**config.mk**
```make
export PLATFORM = sky130hd
export DESIGN_NAME = serdes_out_sdr
export DESIGN_NICKNAME = d
export VERILOG_FILES = /design/src/rtl/serdes_out_sdr.sv
export SDC_FILE = /design/constraint.sdc
export NUM_CORES = 1
export LEC_CHECK = 0
export ABC_AREA = 1
export CAP_MARGIN = 25
export CORE_MARGIN = 1
export CORE_UTILIZATION = 51
export CTS_CLUSTER_SIZE = 25
export DETAILED_ROUTE_END_ITERATION = 10
export PLACE_DENSITY = 0.84
export SLEW_MARGIN = 30
export SYNTH_ARGS = -nofsm -noshare
export SYNTH_HDL_FRONTEND = slang
export SYNTH_SLANG_ARGS = --single-unit
```
**constraint.sdc**
```tcl
create_clock -name CLK -period 1.5 [get_ports CLK]
set_input_delay 0.3 -clock CLK [delete_from_list [all_inputs] [get_ports CLK]]
set_output_delay 0.3 -clock CLK [all_outputs]
set_load 0.05 [all_outputs]
```
**src/rtl/serdes_out_sdr.sv**
```systemverilog
// serdes_out_sdr: double-buffered SDR output serializer with tristate control and underrun reporting.
module serdes_out_sdr #(
  parameter int   NCH           = 1,
  parameter int   DATA_WIDTH    = 8,
  parameter int   MSB_FIRST     = 0,
  parameter logic SRVAL         = 1'b0,
  parameter logic TRISTATE_IDLE = 1'b1
) (
  input  logic                      CLK,
  input  logic                      RST_N,
  input  logic [NCH*DATA_WIDTH-1:0] din,
  input  logic                      din_valid,
  output logic                      din_ready,
  input  logic                      oce,
  output logic [NCH-1:0]            oq,
  output logic                      tq,
  output logic                      busy,
  output logic                      word_start,
  output logic                      underrun
);
  localparam int CW = $clog2(DATA_WIDTH);
  typedef enum logic {IDLE, SHIFT} state_t;
  state_t                             state_q, state_d;
  logic [NCH-1:0][DATA_WIDTH-1:0]     hold_q, hold_d, sh_q, sh_d;
  logic                               hold_full_q, hold_full_d;
  logic [CW-1:0]                      cnt_q, cnt_d;
  logic                               word_start_q, underrun_q, underrun_d;
  logic                               last, load, accept;
  logic [NCH-1:0]                     out_bits;

  always_comb begin
    last        = cnt_q == CW'(DATA_WIDTH - 1);
    load        = oce && hold_full_q && (state_q == IDLE || last);
    accept      = din_valid && !hold_full_q;
    hold_d      = accept ? din : hold_q;
    hold_full_d = accept || (hold_full_q && !load);
    underrun_d  = state_q == SHIFT && oce && last && !hold_full_q;
    state_d     = state_q;
    cnt_d       = cnt_q;
    sh_d        = sh_q;
    if (load) begin
      sh_d    = hold_q;
      cnt_d   = '0;
      state_d = SHIFT;
    end else if (underrun_d) begin
      cnt_d   = '0;
      state_d = IDLE;
    end else if (state_q == SHIFT && oce) begin
      cnt_d = cnt_q + 1'b1;
      for (int k = 0; k < NCH; k++)
        sh_d[k] = MSB_FIRST != 0 ? {sh_q[k][DATA_WIDTH-2:0], 1'b0} : {1'b0, sh_q[k][DATA_WIDTH-1:1]};
    end
    for (int k = 0; k < NCH; k++)
      out_bits[k] = MSB_FIRST != 0 ? sh_q[k][DATA_WIDTH-1] : sh_q[k][0];
  end

  always_ff @(posedge CLK or negedge RST_N) begin
    if (!RST_N) begin
      state_q      <= IDLE;
      hold_q       <= '0;
      hold_full_q  <= 1'b0;
      sh_q         <= '0;
      cnt_q        <= '0;
      word_start_q <= 1'b0;
      underrun_q   <= 1'b0;
    end else begin
      state_q      <= state_d;
      hold_q       <= hold_d;
      hold_full_q  <= hold_full_d;
      sh_q         <= sh_d;
      cnt_q        <= cnt_d;
      word_start_q <= load;
      underrun_q   <= underrun_d;
    end
  end

  // Outputs decode registered state only, so oq/tq switch on the same edge as the state.
  assign busy       = state_q == SHIFT;
  assign oq         = busy ? out_bits : {NCH{SRVAL}};
  assign tq         = busy ? 1'b0 : TRISTATE_IDLE;
  assign din_ready  = !hold_full_q;
  assign word_start = word_start_q;
  assign underrun   = underrun_q;
endmodule
```
# == Word-level counts from Yosys, hierarchy flattened ==
# Cells that the tools add are included.
# classes
add_sub_neg,1
n_eq_ne,2
muxes,10
n_bitwise,1
reduce_logical,15
# ops
cell,count
two-way mux 8 bit,3
two-way mux 3 bit,3
logical AND 1 bit,7
two-way mux 1 bit,4
nonzero test 2 bit,2
"adder 3 x 1 -> 3 bit, second input constant",1
"== test 3 bit, second input constant",1
nonzero test 3 bit,1
zero test 1 bit,2
logical OR 1 bit,2
"!= test 2 x 1 -> 1 bit, second input constant",1
AND reduction 2 bit,1
inverter 1 bit,1
# totals
register_bits,23
word_cells,36

# == Depth between registers and ports, before layout ==
# logic_depth
word_depth,6
ltp_mapped,9

# == Worst setup path before layout ==
# Ideal clock, no wire load.
# synth_path
path_type,register to register
startpoint,register cnt_q[0]
endpoint,register sh_q[3] (netlist name)
setup_ns,0.117
t_arrival_ns,1.300
setup_slack_ns,0.083
path_stages_with_launch,10
n_path_buf,1
period_less_slack_ns,1.417
cell_sequence,dfrtp_1 ha_1 ha_1 inv_1 nand2_2 nand2_4 buf_12 nand2_2 nand3_1 nand2_1
# synth_via
elab_chain_len,5
elab_cells_between_ends,9
classes_between,eq/ne (2); mux (1); reduce/logical (6)
# synth_lines
item,line_no,rtl
start: declaration,26,"logic [CW-1:0] cnt_q, cnt_d;"
start signal: assignment,71,cnt_q <= cnt_d;
== test 3 bit (*),32,last = cnt_q == CW'(DATA_WIDTH - 1);
logical AND 1 bit / logical OR 1 bit (equally long branches),"37, 33",
"logical AND 1 bit, on equally long branches","37, 33",
!= test 2 x 1 -> 1 bit (no source line) / nonzero test 2 bit (equally long branches),-,
AND reduction 2 bit (no source line),-,
end signal: assignment,62,sh_q <= '0;
end signal: assignment,70,sh_q <= sh_d;
end: declaration,24,"logic [NCH-1:0][DATA_WIDTH-1:0] hold_q, hold_d, sh_q, sh_d;"
# Mark *: on every way between the ends. The rest lies on a longest branch, timed or not.
# A chain may end at the register's enable or synchronous reset.

# == Worst setup path in the final report ==
# layout_path
startpoint,register cnt_q[0]
endpoint,register hold_full_q
# layout_via
elab_chain_len,6
# layout_lines
item,line_no,rtl
== test 3 bit,32,
logical OR 1 bit,33,load = oce && hold_full_q && (state_q == IDLE || last);
logical AND 1 bit,33,
named net load,28,"logic last, load, accept;"
zero test 1 bit,36,hold_full_d = accept || (hold_full_q && !load);
logical AND 1 bit,36,
logical OR 1 bit,36,
named net hold_full_d,25,"logic hold_full_q, hold_full_d;"
end signal: assignment,69,hold_full_q <= hold_full_d;
end: declaration,25,
# The timed path passes the listed nets, and every way through them passes these cells.

==> results.json <==
{
  "hold_class": "input port to asynchronous set/reset pin",
  "grt_pass1_vias": 819,
  "tns_ps": 0,
  "stdcell_count": 174,
  "drc": 0,
  "syn_inst": 125,
  "synth.net_count": 139,
  "maxCapViolCount": 0,
  "finalHoldViolCount": 0,
  "routed_wl_um": 2110,
  "drive_above_1_share": 0.218,
  "ys_ff_latch": 23,
  "period_needed_ps": 1450,
  "synthToLayoutAreaGrowth_pct": 27.2,
  "drt.antenna.violating_nets": 0,
  "report.final.slew_viol_count": 0,
  "period_share": 0.968,
  "yosys_warnings": 0,
  "slew_headroom": 0.801,
  "place.gp.congestion": 0.814,
  "rr_worst_depth": 7,
  "setup_viol": 0,
  "clkLatencyLatePin_ps": 310,
  "status": "complete, no violations",
  "grt_pass1_wl_um": 3570,
  "port_buffers": 17,
  "synthFlopType": "dfrtp_1",
  "grt_overflow": 0,
  "power.leakage_uw": 0.000733,
  "viasPerCell": 5.02,
  "required_ps": 1730,
  "yosysTopAreaCellShare": 0.520,
  "peakVddDrop_mv": 1.11,
  "antennaDiodeCount": 0,
  "crit_fanout": 13,
  "dp_cells": 169,
  "hold_buffers": 0,
  "finalInstanceArea_sq_um": 1410,
  "crit_type": "flip-flop to flip-flop",
  "globalRouteTotalUtil": 0.204,
  "timing.fmax_mhz": 689,
  "syn_area_sq_um": 1110,
  "cts.path.max_buffers": 2,
  "p_per_area_nw_per_um2": 1910,
  "rrSetupSlack_ps": 50,
  "arrival_ps": 1680,
  "startpoint_type": "flip-flop",
  "antenna_found_initial": 0,
  "die_area_sq_um": 2360,
  "avgSynthCellArea_sq_um": 8.86,
  "place_hpwl_um": 1610,
  "synth_edf_count": 0,
  "dr.pass1.iters": 6,
  "wl_per_cell_um": 12.1,
  "post_dp_cell_area_sq_um": 1360,
  "die_y_um": 48.6,
  "synth_area_leaders": "dfrtp_1 (52%), inv_1 (7.5%), nand2_1 (7.1%), nand3_1 (5.9%), nand2_2 (5.6%)",
  "die_width_um": 48.6,
  "start_util": 0.553,
  "core_sq_um": 2000,
  "synth.distinct_cells": 21,
  "async_flop_share": 1.00,
  "fin_worst_skew_ps": 1.88,
  "path_clk_slew_ps": 120,
  "htree_levels": 1,
  "io_pins": 18,
  "layout.nets": 162,
  "cts_root_buffer": "clkbuf_4",
  "grt_max_degree": 24,
  "tightest_slew_ps": 297,
  "rows": 16,
  "ys_seq_area_frac": 0.520,
  "yosysTopAreaCell": "dfrtp_1",
  "dr.first_iter.drc_count": 14,
  "critPathCaptureType": "flip-flop",
  "cts_num_sinks": 23,
  "cts_made_buffers": 3,
  "vias": 873,
  "cts_tree": "yes"
}
[final cells by class]
class | instances | area, sq um
Inverter | 24 | 97.6
Sequential cell | 23 | 577
Tap cell | 27 | 33.8
Fill cell | 165 | 593
Multi-Input combinational cell | 76 | 418
Timing Repair Buffer | 20 | 256
Clock buffer | 4 | 26.3
[flip-flops by register name, summed over array words and instances (netlist names)]
name         flops
hold_q           8
sh_q             8
cnt_q            3
busy             1
hold_full_q      1
underrun         1
word_start       1
[critical path: stages (launching register included)]
cell	delay (ps)
dfrtp_1	410
ha_1	200
ha_1	200
inv_1	80
nand2_2	100
nand2_8	140
inv_1	60
o21ai_1	180
[report_power, final]
group	switching, uW	internal [uW]	total, uW
sequential	141	877	1020
combinational	812	569	1380
clock	181	104	285
total	1130	1550	2680
[path summary, 6_finish.rpt]
check,start,end
worst min-delay path,RST_N,cnt_q[2]
max in group asynchronous,RST_N,busy
worst min register to register,sh_q[6],sh_q[6]
worst max register to register,cnt_q[0],hold_full_q
worst max-delay path,cnt_q[0],hold_full_q
min in group CLK,sh_q[6],sh_q[6]
[cell usage in the layout (no fill, tap or decap), types with 2 or more instances in the layout]
cell type        synthesis  final
clkbuf_4                 0      3
buf_4                    1      2
clkdlybuf4s50_1          0     11
inv_1                   22     22
dfrtp_1                 23     22
o21ai_1                  1      2
nor2_1                   9      9
nand2_2                 10     11
a21oi_1                  8      8
ha_1                     2      2
nand3_1                 13     13
or2_1                    2      2
nand3_2                  2      2
nand2_1                 21     20
buf_12                   1      6
[per-stage QoR]
stage	hold slack, ps	power (uW)	utilization	setup WS (ps)
after floorplan	4.41	1880	-	82.9
after global placement	464	2270	0.679	65.3
after detailed placement	466	2360	0.679	-58.4
after CTS	333	2630	0.692	4.84
after global routing	351	2870	0.704	-12.8
final	320	2680	0.704	48.1
[logic make-up (layout without fill, tap and decap cells)]
family,Yosys count,after routing,synth area share
simple gates,60,60,0.272
flops,23,23,0.520
fa+ha+maj,2,2,0.0226
buf+inv,26,48,0.113
compound gates,14,14,0.0723
[layer usage]
metal / part of all wire / track usage
met4: 0.040 / 0.147
met1: 0.44 / 0.259
met3: 0.024 / 0.0346
met5: 0 / 0
met2: 0.49 / 0.315
[repair_timing]
item | in CTS | in global routing
buffers inserted | 0 | 1
setup endpoints to repair | 0 | 8
resized for setup | 0 | 5
[cell usage after synthesis, types with 2 or more instances]
master,number
or2_1,2
a21oi_1,8
nand2_1,21
nand3_2,2
ha_1,2
o21ai_0,2
nand2_2,10
nand2_4,2
dfrtp_1,23
nor2_1,9
nand3_1,13
inv_1,22
Power figures use the tool's default switching activity.
